--- src/rtl/nes_pad_responder.sv ---
// -----------------------------------------------------------------------------
// nes_pad_responder
//
// Device-side end of the two-wire NES joypad link. Emulates a 4021-style
// parallel-in/serial-out controller register: the host raises latch to
// capture the buttons, then clocks out 8 active-low bits on sda_out, LSB
// (button A) first.
//
// Ports:
//   clk          system clock
//   rst          asynchronous, active-high reset
//   scl_in       host shift clock (idles low)
//   latch_in     host latch; high loads buttons
//   sda_out      registered serial data to host, active-low button bit
//   buttons[7:0] live button levels, 1 = pressed (bit0 = A ... bit7 = Right)
//   xfer_done    one-cycle pulse on the 8th scl rising edge of a frame
//   overrun      sticky: scl rise seen after the frame was exhausted
//   frame_count  completed frames, wraps 255 -> 0
//   busy         high while in LATCH or SHIFT
//
// Contains a private helper, nes_pad_filter, which conditions one host line.
// -----------------------------------------------------------------------------

// -----------------------------------------------------------------------------
// nes_pad_filter
//
// Synchronizes one asynchronous host line and applies a counter-based level
// filter: a new level is accepted only after FILTER_LEN consecutive
// synchronized samples disagree with the current filtered level.
//
// Ports:
//   clk, rst   system clock, asynchronous active-high reset
//   din        raw asynchronous input
//   level      filtered level
//   level_d    filtered level delayed one clk (for edge detection)
// -----------------------------------------------------------------------------
module nes_pad_filter #(
   parameter int SYNC_STAGES = 2,
   parameter int FILTER_LEN  = 3
) (
   input  logic clk,
   input  logic rst,
   input  logic din,
   output logic level,
   output logic level_d
);

   // A counter of at least one bit keeps FILTER_LEN = 1 legal.
   localparam int CW = (FILTER_LEN > 1) ? $clog2(FILTER_LEN) : 1;

   logic [SYNC_STAGES-1:0] sync;
   logic [CW-1:0]          cnt;
   logic                   sample;

   assign sample = sync[SYNC_STAGES-1];

   // NOTE: sequential state is always updated with non-blocking assignments so
   // every flop samples the pre-edge value of its neighbours (the synchronizer
   // chain would collapse into a single flop with blocking assignments).
   always_ff @(posedge clk or posedge rst) begin
      if (rst) begin
         sync    <= '0;
         cnt     <= '0;
         level   <= 1'b0;
         level_d <= 1'b0;
      end else begin
         sync    <= {sync[SYNC_STAGES-2:0], din};
         level_d <= level;
         if (sample == level) begin
            // Any agreeing sample restarts the run, so short glitches vanish.
            cnt <= '0;
         end else if (cnt == CW'(FILTER_LEN - 1)) begin
            level <= sample;
            cnt   <= '0;
         end else begin
            cnt <= cnt + 1'b1;
         end
      end
   end

endmodule

module nes_pad_responder #(
   parameter int SYNC_STAGES = 2,
   parameter int FILTER_LEN  = 3,
   parameter int TIMEOUT     = 4096
) (
   input  logic       clk,
   input  logic       rst,
   input  logic       scl_in,
   input  logic       latch_in,
   output logic       sda_out,
   input  logic [7:0] buttons,
   output logic       xfer_done,
   output logic       overrun,
   output logic [7:0] frame_count,
   output logic       busy
);

   localparam int TW = $clog2(TIMEOUT);

   typedef enum logic [1:0] {
      S_IDLE,
      S_LATCH,
      S_SHIFT,
      S_EXHAUST
   } state_t;

   // ---------------------------------------------------------------------------
   // Input conditioning
   // ---------------------------------------------------------------------------
   logic scl_f, scl_f_d;
   logic latch_f, latch_f_d;
   logic scl_rise, latch_rise, latch_fall;

   nes_pad_filter #(
      .SYNC_STAGES (SYNC_STAGES),
      .FILTER_LEN  (FILTER_LEN)
   ) u_scl_filter (
      .clk     (clk),
      .rst     (rst),
      .din     (scl_in),
      .level   (scl_f),
      .level_d (scl_f_d)
   );

   nes_pad_filter #(
      .SYNC_STAGES (SYNC_STAGES),
      .FILTER_LEN  (FILTER_LEN)
   ) u_latch_filter (
      .clk     (clk),
      .rst     (rst),
      .din     (latch_in),
      .level   (latch_f),
      .level_d (latch_f_d)
   );

   assign scl_rise   = scl_f & ~scl_f_d;
   assign latch_rise = latch_f & ~latch_f_d;
   assign latch_fall = ~latch_f & latch_f_d;

   // Buttons are plain levels: two flops for metastability, no filtering.
   logic [7:0] btn_s1, btn_s2;

   always_ff @(posedge clk or posedge rst) begin
      if (rst) begin
         btn_s1 <= '0;
         btn_s2 <= '0;
      end else begin
         btn_s1 <= buttons;
         btn_s2 <= btn_s1;
      end
   end

   // ---------------------------------------------------------------------------
   // Protocol state machine
   // ---------------------------------------------------------------------------
   state_t        state, state_nxt;
   logic [7:0]    shreg, shreg_nxt;
   logic [3:0]    bit_cnt, bit_cnt_nxt;
   logic [TW-1:0] timer, timer_nxt;
   logic          overrun_nxt;
   logic [7:0]    frame_nxt;
   logic          done_nxt;
   logic          sda_nxt;

   always_ff @(posedge clk or posedge rst) begin
      if (rst) begin
         state       <= S_IDLE;
         shreg       <= 8'hFF;
         bit_cnt     <= '0;
         timer       <= '0;
         overrun     <= 1'b0;
         frame_count <= '0;
         xfer_done   <= 1'b0;
         sda_out     <= 1'b1;
      end else begin
         state       <= state_nxt;
         shreg       <= shreg_nxt;
         bit_cnt     <= bit_cnt_nxt;
         timer       <= timer_nxt;
         overrun     <= overrun_nxt;
         frame_count <= frame_nxt;
         xfer_done   <= done_nxt;
         sda_out     <= sda_nxt;
      end
   end

   always_comb begin
      // NOTE: every output of this block gets a default before any branch, so
      // a path that forgets an assignment holds the register instead of
      // inferring a latch.
      state_nxt   = state;
      shreg_nxt   = shreg;
      bit_cnt_nxt = bit_cnt;
      timer_nxt   = timer;
      overrun_nxt = overrun;
      frame_nxt   = frame_count;
      done_nxt    = 1'b0;

      if (latch_rise) begin
         // Latch wins over everything, including a coincident scl rise; any
         // partial frame is discarded uncounted.
         state_nxt   = S_LATCH;
         shreg_nxt   = btn_s2;
         bit_cnt_nxt = '0;
         timer_nxt   = '0;
         overrun_nxt = 1'b0;
      end else begin
         unique case (state)
            S_IDLE: begin
               shreg_nxt = 8'hFF;
            end

            S_LATCH: begin
               // Transparent parallel load until the latch falls; on the fall
               // cycle the last loaded value is kept.
               if (latch_fall) begin
                  state_nxt   = S_SHIFT;
                  bit_cnt_nxt = '0;
                  timer_nxt   = '0;
               end else begin
                  shreg_nxt = btn_s2;
               end
            end

            S_SHIFT: begin
               if (scl_rise) begin
                  timer_nxt = '0;
                  shreg_nxt = {1'b0, shreg[7:1]};
                  if (bit_cnt == 4'd7) begin
                     bit_cnt_nxt = 4'd8;
                     done_nxt    = 1'b1;
                     frame_nxt   = frame_count + 8'd1;
                     state_nxt   = S_EXHAUST;
                     shreg_nxt   = '0;
                  end else begin
                     bit_cnt_nxt = bit_cnt + 4'd1;
                  end
               end else if (timer == TW'(TIMEOUT - 1)) begin
                  // Host went quiet for TIMEOUT cycles: abandon the frame.
                  state_nxt = S_IDLE;
                  shreg_nxt = 8'hFF;
               end else begin
                  timer_nxt = timer + 1'b1;
               end
            end

            S_EXHAUST: begin
               shreg_nxt = '0;
               if (scl_rise) begin
                  overrun_nxt = 1'b1;
               end
            end

            default: begin
               state_nxt = S_IDLE;
               shreg_nxt = 8'hFF;
            end
         endcase
      end

      // The line idles released (high) outside a transaction; otherwise it
      // mirrors the active-low LSB of the register being loaded.
      sda_nxt = (state_nxt == S_IDLE) ? 1'b1 : ~shreg_nxt[0];
   end

   assign busy = (state == S_LATCH) || (state == S_SHIFT);

endmodule

--- config.mk ---
export PLATFORM = sky130hd
export DESIGN_NAME = nes_pad_responder
export DESIGN_NICKNAME = d
export VERILOG_FILES = /design/src/rtl/nes_pad_responder.sv
export SDC_FILE = /design/constraint.sdc
export NUM_CORES = 1
export LEC_CHECK = 0
export CORE_MARGIN = 5
export CORE_UTILIZATION = 49
export DETAILED_ROUTE_END_ITERATION = 16
export PLACE_DENSITY = 0.76
export RECOVER_POWER = 50
export SLEW_MARGIN = 5
export SYNTH_ARGS = -nofsm -noshare
export SYNTH_HDL_FRONTEND = slang
export SYNTH_SLANG_ARGS = --single-unit
--- constraint.sdc ---
create_clock -name clk -period 1.9 [get_ports clk]
set_input_delay 0.38 -clock clk [delete_from_list [all_inputs] [get_ports clk]]
set_output_delay 0.38 -clock clk [all_outputs]
set_load 0.02 [all_outputs]
==> results of run 1 <==
[cells in the mapped netlist, types with 5 or more instances]
master    count  area share
xnor2_1      11       0.033
o21ai_0      12       0.020
dfrtp_1      56        0.48
nor2b_1       6       0.013
ha_1          9       0.038
nor3_1       10       0.017
nand4_1       5       0.011
nand2_1      25       0.032
nand3_1       6       0.010
nor2_1       19       0.024
a21oi_1      18       0.031
inv_1        11       0.014
dfstp_2       9       0.080
a21boi_0      6       0.015
a211oi_1      5       0.013
[power by group through the flow]
stage	Clock, mW	Sequential [mW]	Combinational [mW]
after floorplan	0	1.76	1.18
after global placement	0	1.77	1.76
after detailed placement	0	1.78	1.82
after CTS	1.19	1.76	1.87
after global routing	1.24	1.78	2.24
final	1.16	1.76	2.04
[critical path: cells and delay by family (launching register included)]
kind	cells	cell delay, ns
AOI/OAI and AO/OA	1	0.12
buffers and inverters	1	0.16
DFF	1	0.43
and+or+nand+nor	4	1.05
[logic make-up (layout without fill, tap and decap cells)]
logic type | Yosys count | after routing
DFF | 65 | 65
and+or+nand+nor | 90 | 90
AOI/OAI and AO/OA | 69 | 69
adders and majority gates | 9 | 9
buffers and inverters | 22 | 89
xor gates and xnor gates | 13 | 13
muxes | 3 | 3
[layer usage]
layer	routed length, µm	track usage
met4	145	0.103
met5	0	0
met3	241	0.0350
met2	3350	0.315
met1	2710	0.231
[final cells by class]
class                           instances  area (µm²)  area share
Timing Repair Buffer                   62         532       0.138
Tap cell                               75        93.8      0.0244
Clock inverter                          4        52.6      0.0137
Clock buffer                           12         145      0.0378
Inverter                               11        42.5      0.0111
Sequential cell                        65        1640       0.426
Multi-Input combinational cell        184        1340       0.349
[worst paths after layout]
check	from	to
max in group asynchronous	rst	shreg[5]
hold reg to reg	btn_s1[1]	btn_s2[1]
setup / recovery	timer[7]	state[1]
hold / removal	btn_s1[1]	btn_s2[1]
setup reg to reg	timer[7]	state[1]
min in group asynchronous	rst	btn_s2[6]
[flip-flops by register name (all words and copies together), names as in the netlist, 2 cells and up]
register,cells
u_latch_filter.sync,2
u_latch_filter.cnt,2
u_scl_filter.cnt,2
frame_count,8
bit_cnt,4
u_scl_filter.sync,2
btn_s2,8
timer,12
state,2
btn_s1,8
shreg,8
[layout by cell type (no fill, tap or decap), types with 3 or more instances in the layout]
master           synthesis  layout
o31ai_1                  3       3
dfrtp_1                 56      56
a2111oi_2                0       3
nand4_1                  5       5
clkdlybuf4s50_1          0      11
dlygate4sd3_1            0      11
o211ai_1                 4       4
ha_1                     9       5
nor2_1                  19      18
a211oi_1                 5       3
a21oi_1                 18      17
a21boi_0                 6       4
dfstp_2                  9       9
o31ai_2                  3       3
nor3_1                  10       9
nand3_1                  6       5
nand2_1                 25      24
o21ai_0                 12      11
nor2b_1                  6       4
buf_4                    0      35
or4_1                    4       3
inv_1                   11      10
clkbuf_8                 0      10
xnor2_1                 11      11
clkinvlp_4               0       3
[what timing repair did]
action                     CTS  global route
buffers inserted             0             3
setup endpoints to repair   19            23
gates resized for setup     10            21
pin swaps                    1             2
==> impl_metrics.env, run 1 <==
export IMPL_power_switching_mw=1.77
export IMPL_antenna_diode_count=0
export IMPL_hold_ws_ns=0.349
export IMPL_grt_pass1_wl_um=11200
export IMPL_hp_class="flip-flop to flip-flop"
export IMPL_dp_cells=394
export IMPL_drc_errors=0
export IMPL_path_clk_slew_ns=0.07
export IMPL_finClkSkew_ns=0.0112
export IMPL_clkPwrFrac=0.234
export IMPL_clock_latency_ns=0.34
export IMPL_slew_headroom=0.425
export IMPL_synth_top_family_by_area="compound AO/OA/AOI/OAI gates"
export IMPL_critPathKind="flip-flop to flip-flop"
export IMPL_path_cells="nand4_4 > or4_4 > buf_4 > nor2_1 > o22ai_1 > nor2b_1"
export IMPL_muxShareOfSynthArea=0.0110
export IMPL_syn_nets=292
export IMPL_synth_xor_area_frac=0.0387
export IMPL_vdd_ir_drop_max_mv=0.739
export IMPL_grt_max_degree=30
export IMPL_via_per_inst=5.51
export IMPL_layout_setup_ws_ns=0.0233
export IMPL_nFillCells=455
export IMPL_areaGrowthSynthToFinish_pct=30.6
export IMPL_dpl_cell_area_mm2=0.00354
export IMPL_combinationalPowerShare=0.411
export IMPL_drv_slew=0
export IMPL_cts_hold_buf=0
export IMPL_arrival_ns=2.11
export IMPL_rsz0062_at_grt="yes"
export IMPL_dr_total_vias=2275
export IMPL_synth_edf_count=0
export IMPL_reg2reg_slack_ns=0.02
export IMPL_period_share=0.988
export IMPL_p_total_mw=4.96
export IMPL_syn_area_per_cell_um2=10.9
export IMPL_drive_above_1_share=0.287
export IMPL_powerDensity_mw_per_mm2=1290
export IMPL_start_util=0.500
export IMPL_dieArea_mm2=0.00766
export IMPL_cpPeakStageDelay_ns=0.61
export IMPL_cp_slowest_cell="or4_4"
export IMPL_cts_tree="built"
export IMPL_tightest_slew_ns=0.858
export IMPL_power_leakage_nw=1.65
export IMPL_status="finished, final reports clean"
export IMPL_drt_total_wl_um=6450
export IMPL_switching_share=0.357
export IMPL_worstSetupEndpointType="flip-flop"
export IMPL_power_frac_seq=0.355
export IMPL_maxCapViolCount=0
export IMPL_synth_ff_type="dfrtp_1"
export IMPL_period_needed_ns=1.88
export IMPL_syn_area_mm2=0.00294
export IMPL_first_pass_iters=4
export IMPL_synthAdderAreaFrac=0.0382
export IMPL_cts_buffers_inserted=9
export IMPL_p_int_mw=3.19
export IMPL_die_h_um=87.5
export IMPL_hold_depth=0
export IMPL_netlist_instances=271
export IMPL_ys_types=50
export IMPL_yosys_area_share_simple=0.158
export IMPL_start_kind="flip-flop"
export IMPL_hpwl_um=4450
export IMPL_fin_nets=354
export IMPL_fin_area_mm2=0.00384
export IMPL_ant_nets=0
export IMPL_setup_viol=0
export IMPL_cts_sinks=65
export IMPL_reg2reg_depth=6
export IMPL_dp_slack_ns=-0.0956
export IMPL_clock_tree_buffer_depth=2
export IMPL_antenna_found_initial=0
export IMPL_ioPinCount=24
export IMPL_gp_congestion=0.887
export IMPL_synth_yosys_seq_area_share=0.556
export IMPL_cts_root_buf="clkbuf_8"
export IMPL_stdcell_count=413
export IMPL_yosys_warnings=0
export IMPL_cp_max_fo=5
export IMPL_synth_compound_area_share=0.164
export IMPL_grt_pass1_vias=2414
export IMPL_synthArstFlopShare=1.00
export IMPL_io_buffers=23
export IMPL_die_w_um=87.5
export IMPL_routedWlPerCell_um=15.6
export IMPL_fp_row_count=28
export IMPL_fin_tns_setup_ns=0
export IMPL_gr_total_overflow=0
export IMPL_core_mm2=0.00589
export IMPL_grt_usage=0.189
export IMPL_ys_ff_latch=65
export IMPL_fmax_mhz=533
export IMPL_final_core_util=0.653
export IMPL_hold_viol=0
export IMPL_required_ns=2.13
export IMPL_htreeDepth=3
export IMPL_drt_iter0_drc=121
Power figures use the tool's default switching activity.
==> inputs of run 2 (changes only) <==
--- a/config.mk
+++ b/config.mk
@@ -8,9 +8,10 @@
 export CORE_MARGIN = 5
 export CORE_UTILIZATION = 49
 export DETAILED_ROUTE_END_ITERATION = 16
-export PLACE_DENSITY = 0.76
+export GPL_TIMING_DRIVEN = 0
+export PLACE_DENSITY = 0.73
 export RECOVER_POWER = 50
-export SLEW_MARGIN = 5
+export SLEW_MARGIN = 10
 export SYNTH_ARGS = -nofsm -noshare
 export SYNTH_HDL_FRONTEND = slang
 export SYNTH_SLANG_ARGS = --single-unit
==> constraint.sdc (replaced) <==
create_clock -name clk -period 2.17 [get_ports clk]
set_input_delay 0.434 -clock clk [delete_from_list [all_inputs] [get_ports clk]]
set_output_delay 0.434 -clock clk [all_outputs]
set_load 0.02 [all_outputs]
==> run 2 against run 1 <==
Maximum frequency fell by 10%. Global-route usage fell by 2.7 points. Via count fell by 5.7%. Sequential power is 12% lower. Worst setup slack improved by 0.050 ns. Register-to-register slack better by 0.05 ns. Core utilization shrank 4.2 points. Combinational power fell by 27%. Clock skew is essentially flat. Critical path depth up 1. Critical path type unchanged. Largest power group is now sequential cells. Highest routed layer unchanged.
==> impl_metrics.env, run 2 (synthesis gave the netlist of run 1 again) <==
export IMPL_status="finished, final reports clean"
export IMPL_via_per_inst=5.50
export IMPL_fmax_mhz=477
export IMPL_grt_pass1_vias=2106
export IMPL_p_int_mw=2.47
export IMPL_cp_startpoint="timer[1]"
export IMPL_dieArea_mm2=0.00766
export IMPL_drt_iter0_drc=117
export IMPL_die_h_um=87.5
export IMPL_arrival_ns=2.36
export IMPL_drt_total_wl_um=5680
export IMPL_routedWlPerCell_um=14.6
export IMPL_finClkSkew_ns=0.0111
export IMPL_hpwl_um=3590
export IMPL_dp_cells=369
export IMPL_power_frac_seq=0.393
export IMPL_hold_depth=0
export IMPL_reg2reg_slack_ns=0.07
export IMPL_setup_viol=0
export IMPL_critPathKind="flip-flop to flip-flop"
export IMPL_start_util=0.500
export IMPL_core_mm2=0.00589
export IMPL_clock_latency_ns=0.34
export IMPL_first_pass_iters=4
export IMPL_cts_buffers_inserted=9
export IMPL_cp_max_fo=10
export IMPL_grt_pass1_wl_um=9680
export IMPL_vdd_ir_drop_max_mv=0.718
export IMPL_antenna_found_initial=0
export IMPL_htreeDepth=3
export IMPL_worstReg2RegEnd="shreg[3]"
export IMPL_largest_reg_flops=12
export IMPL_cts_root_buf="clkbuf_8"
export IMPL_hp_class="flip-flop to flip-flop"
export IMPL_path_clk_slew_ns=0.07
export IMPL_stdcell_count=390
export IMPL_required_ns=2.43
export IMPL_reg2reg_depth=7
export IMPL_period_needed_ns=2.10
export IMPL_gp_congestion=0.840
export IMPL_clkPwrFrac=0.228
export IMPL_hold_ws_ns=0.350
export IMPL_maxCapViolCount=0
export IMPL_dr_total_vias=2145
export IMPL_antenna_diode_count=0
export IMPL_wl_met3_um=169
export IMPL_slew_headroom=0.143
export IMPL_nFillCells=490
export IMPL_drc_errors=0
export IMPL_grt_usage=0.161
export IMPL_rsz0062_at_grt="yes"
export IMPL_fp_row_count=28
export IMPL_combinationalPowerShare=0.379
export IMPL_r2r_start="timer[1]"
export IMPL_clock_tree_buffer_depth=2
export IMPL_power_switching_mw=1.47
export IMPL_tightest_slew_ns=1.28
export IMPL_drive_above_1_share=0.200
export IMPL_period_share=0.966
export IMPL_final_cell_mix="dfrtp_1, nand2_1, nor2_1, a21oi_1, o21ai_0"
export IMPL_cts_hold_buf=0
export IMPL_ioPinCount=24
export IMPL_die_w_um=87.5
export IMPL_endpoint="shreg[3]"
export IMPL_max_flop_register="timer"
export IMPL_areaGrowthSynthToFinish_pct=22.1
export IMPL_cts_tree="built"
export IMPL_powerDensity_mw_per_mm2=1100
export IMPL_hold_viol=0
export IMPL_routedLengthMet1_um=2680
export IMPL_io_buffers=23
export IMPL_ant_nets=0
export IMPL_met2_length_um=2750
export IMPL_grt_max_degree=66
export IMPL_start_kind="flip-flop"
export IMPL_gr_total_overflow=0
export IMPL_cts_sinks=65
export IMPL_drv_slew=0
export IMPL_mostFrequentLayoutCell="dfrtp_1"
export IMPL_power_leakage_nw=1.52
export IMPL_worstSetupEndpointType="flip-flop"
export IMPL_dr_max_layer_used="met4"
export IMPL_switching_share=0.372
export IMPL_fin_nets=331
[run 2: cell types whose count changed in the layout (fill, tap and decap cells not counted), sizes merged]
cell         before  now
buf              37   13
dlygate4sd2       0    1
inv              10   11
bufinv            1    0
clkinvlp          4    2
clkinv            0    2
[run 2: worst min path at each step]
stage          slack, ns      start        end
2_1_floorplan       0.33  btn_s1[0]  btn_s2[0]
3_3_place_gp        0.33  btn_s1[7]  btn_s2[7]
3_5_place_dp        0.33  btn_s1[1]  btn_s2[1]
4_1_cts             0.35  btn_s1[7]  btn_s2[7]
5_1_grt             0.36  btn_s1[7]  btn_s2[7]
6_report            0.35  btn_s1[7]  btn_s2[7]
[run 2: timing repair]
action / in CTS / in global routing
gates resized for setup: 8 / 21
pin swaps: 3 / 1
endpoints found under the setup margin: 21 / 19
setup buffers: 7 / 0
[run 2: worst max-delay path: stages (launching register included)]
cell,delay [ns]
dfrtp_1,0.43
ha_4,0.19
nand3_2,0.12
or4_4,0.51
buf_6,0.16
a22o_4,0.24
buf_6,0.15
o31ai_2,0.23
[run 2: power by group through the flow]
stage	logic (mW)	registers, mW	clock network [mW]
2_1_floorplan	1.01	1.54	0
3_3_place_gp	1.29	1.56	0
3_5_place_dp	1.32	1.57	0
4_1_cts	1.36	1.55	0.925
5_1_grt	1.64	1.57	0.991
6_report	1.49	1.55	0.898
[run 2: stage by stage]
step	area, µm²	TNS (ns)	power (mW)	util	worst slack, ns
floorplan	2940	0	2.55	-	0.124
CTS	3530	-0.000616	3.83	0.599	-0.000616
global route	3590	-0.0297	4.21	0.611	-0.0252
global placement	3270	-58.48	2.85	0.555	-0.967
finish	3590	0	3.94	0.611	0.0738
detailed placement	3270	-1.93	2.89	0.556	-0.227
[run 2: routing by layer]
metal	track usage	vias to the layer above
met1	0.215	1055
met4	0.0669	0
li1	-	1051
met3	0.0397	8
met2	0.253	31
met5	0	-
[run 2: area by class of cell]
type	count	area, µm²	area share
Tap cell	75	93.8	0.0261
Clock buffer	12	145	0.0404
Inverter	11	41.3	0.0115
Timing Repair Buffer	30	282	0.0783
Sequential cell	65	1640	0.456
Multi-Input combinational cell	184	1310	0.363
Clock inverter	4	28.8	0.00801
Buffer	9	58.8	0.0164
==> inputs of run 3 (changes only) <==
--- a/config.mk
+++ b/config.mk
@@ -5,13 +5,13 @@
 export SDC_FILE = /design/constraint.sdc
 export NUM_CORES = 1
 export LEC_CHECK = 0
-export CORE_MARGIN = 5
+export CORE_MARGIN = 10
 export CORE_UTILIZATION = 49
 export DETAILED_ROUTE_END_ITERATION = 16
 export GPL_TIMING_DRIVEN = 0
 export PLACE_DENSITY = 0.73
 export RECOVER_POWER = 50
-export SLEW_MARGIN = 10
+export SLEW_MARGIN = 20
 export SYNTH_ARGS = -nofsm -noshare
 export SYNTH_HDL_FRONTEND = slang
 export SYNTH_SLANG_ARGS = --single-unit
==> run 3 against run 2 <==
Worst hold slack worse by 0.00095 ns. Core utilization up 1.4 points. Worst setup slack worse by 0.011 ns. Global-route usage down 3.5 points. First-iteration DRC count up 27%. Critical path depth unchanged. Clock skew down 0.0018 ns. Total power up 8.3%. Die area up 24%. Count of clock-buffer cells in the layout down 1. Final cell count up 0.26%. Cell area up 2.3%.
==> impl_metrics.env, run 3 (synthesis gave the netlist of run 1 again) <==
export IMPL_status="finished, final reports clean"
export IMPL_via_per_inst=5.53
export IMPL_cp_max_fo=10
export IMPL_layout_setup_ws_ns=0.0624
export IMPL_powerDensity_mw_per_mm2=1160
export IMPL_start_util=0.500
export IMPL_final_cell_mix="dfrtp_1, nand2_1, nor2_1, a21oi_1, o21ai_0"
export IMPL_nFillCells=458
export IMPL_drt_iter0_drc=149
export IMPL_drive_above_1_share=0.199
export IMPL_path_cells="ha_4 > nand3_4 > or4_1 > buf_4 > a22o_4 > buf_6 > o31ai_4"
export IMPL_fin_tns_setup_ns=0
export IMPL_clock_tree_buffer_depth=2
export IMPL_cp_slowest_cell="or4_1"
export IMPL_hp_class="flip-flop to flip-flop"
export IMPL_fp_row_count=28
export IMPL_finClkSkew_ns=0.00929
export IMPL_die_h_um=97.5
export IMPL_hpwl_um=3780
export IMPL_areaGrowthSynthToFinish_pct=24.9
export IMPL_hold_viol=0
export IMPL_maxCapViolCount=0
export IMPL_dr_total_vias=2163
export IMPL_grt_max_degree=34
export IMPL_max_flop_register="timer"
export IMPL_cpPeakStageDelay_ns=0.49
export IMPL_cts_root_buf="clkbuf_8"
export IMPL_final_core_util=0.625
export IMPL_seqCellArea_mm2=0.00164
export IMPL_power_leakage_nw=1.56
export IMPL_antenna_found_initial=0
export IMPL_path_clk_slew_ns=0.07
export IMPL_grt_pass1_wl_um=10100
export IMPL_dp_cells=370
export IMPL_period_share=0.971
export IMPL_period_needed_ns=2.11
export IMPL_dieArea_mm2=0.00951
export IMPL_rsz0062_at_grt="yes"
export IMPL_dp_slack_ns=-0.234
export IMPL_drc_errors=0
export IMPL_setup_viol=0
export IMPL_mostFrequentLayoutCell="dfrtp_1"
export IMPL_grt_pass1_vias=2186
export IMPL_cts_sinks=65
export IMPL_first_pass_iters=4
export IMPL_grt_usage=0.126
export IMPL_ant_nets=0
export IMPL_drv_slew=0
export IMPL_largest_reg_flops=12
export IMPL_start_kind="flip-flop"
export IMPL_arrival_ns=2.37
export IMPL_io_buffers=23
export IMPL_gr_total_overflow=0
export IMPL_gp_congestion=0.810
export IMPL_clock_latency_ns=0.34
export IMPL_tightest_slew_ns=1.25
export IMPL_vdd_ir_drop_max_mv=0.916
export IMPL_fin_nets=332
export IMPL_routedWlPerCell_um=14.9
export IMPL_slew_headroom=0.169
export IMPL_htreeDepth=3
export IMPL_stdcell_count=391
export IMPL_cts_tree="built"
export IMPL_critPathKind="flip-flop to flip-flop"
export IMPL_hold_ws_ns=0.349
export IMPL_antenna_diode_count=0
export IMPL_cts_hold_buf=0
export IMPL_drt_total_wl_um=5840
export IMPL_core_mm2=0.00589
export IMPL_ioPinCount=24
export IMPL_fmax_mhz=474
export IMPL_worstSetupEndpointType="flip-flop"
export IMPL_cts_buffers_inserted=9
export IMPL_die_w_um=97.5
export IMPL_required_ns=2.43
export IMPL_multiInputGateArea_mm2=0.00131
run 3: layer usage:
metal,up-vias,GRT usage,share of wire
met1,1051,0.153,0.45
met2,48,0.201,0.50
li1,1057,-,-
met5,-,0,0
met3,7,0.0306,0.037
met4,0,0.0682,0.014
run 3: area by class of cell:
cell class / instances / area share
multi-input combinational: 184 / 0.355
clock inverter: 5 / 0.0282
tap: 75 / 0.0255
timing repair buffer: 32 / 0.0840
inverter: 11 / 0.0112
buffer: 8 / 0.0146
sequential: 65 / 0.446
clock buffer: 11 / 0.0357
run 3: worst max-delay path: cells and delay by family, from the launching register on:
family / cells / cell delay [ns]
buffers and inverters: 2 / 0.34
adder cells (fa/ha/maj): 1 / 0.19
flip-flops: 1 / 0.42
AO/OA/AOI/OAI: 2 / 0.49
AND/OR/NAND/NOR: 2 / 0.59
run 3: what timing repair did:
item	in CTS	in global routing
endpoints found under the setup margin	23	21
pin swaps	3	1
resized for setup	8	22
setup buffers	5	3
run 3: power breakdown:
part / internal (mW) / leakage, nW / total [mW] / switching, mW
Combinational: 0.605 / 0.624 / 1.50 / 0.892
Sequential: 1.43 / 0.818 / 1.55 / 0.120
Clock: 0.764 / 0.118 / 1.22 / 0.453
run 3: path summary, 6_finish.rpt:
path | startpoint | endpoint | slack (ns) | depth (start not counted)
min reg2reg | btn_s1[7] | btn_s2[7] | 0.35 | 0
min | btn_s1[7] | btn_s2[7] | 0.35 | 0
max in group asynchronous | rst | shreg[0] | 0.46 | 3
min in group asynchronous | rst | btn_s1[6] | 0.87 | 2
max reg2reg | timer[1] | shreg[2] | 0.06 | 7
max | timer[1] | shreg[2] | 0.06 | 7
run 3: through the flow:
stage	area (µm²)	total power, mW
floorplan	2940	2.55
global placement	3270	2.85
detailed placement	3290	2.90
CTS	3590	4.15
global route	3680	4.53
finish	3680	4.26
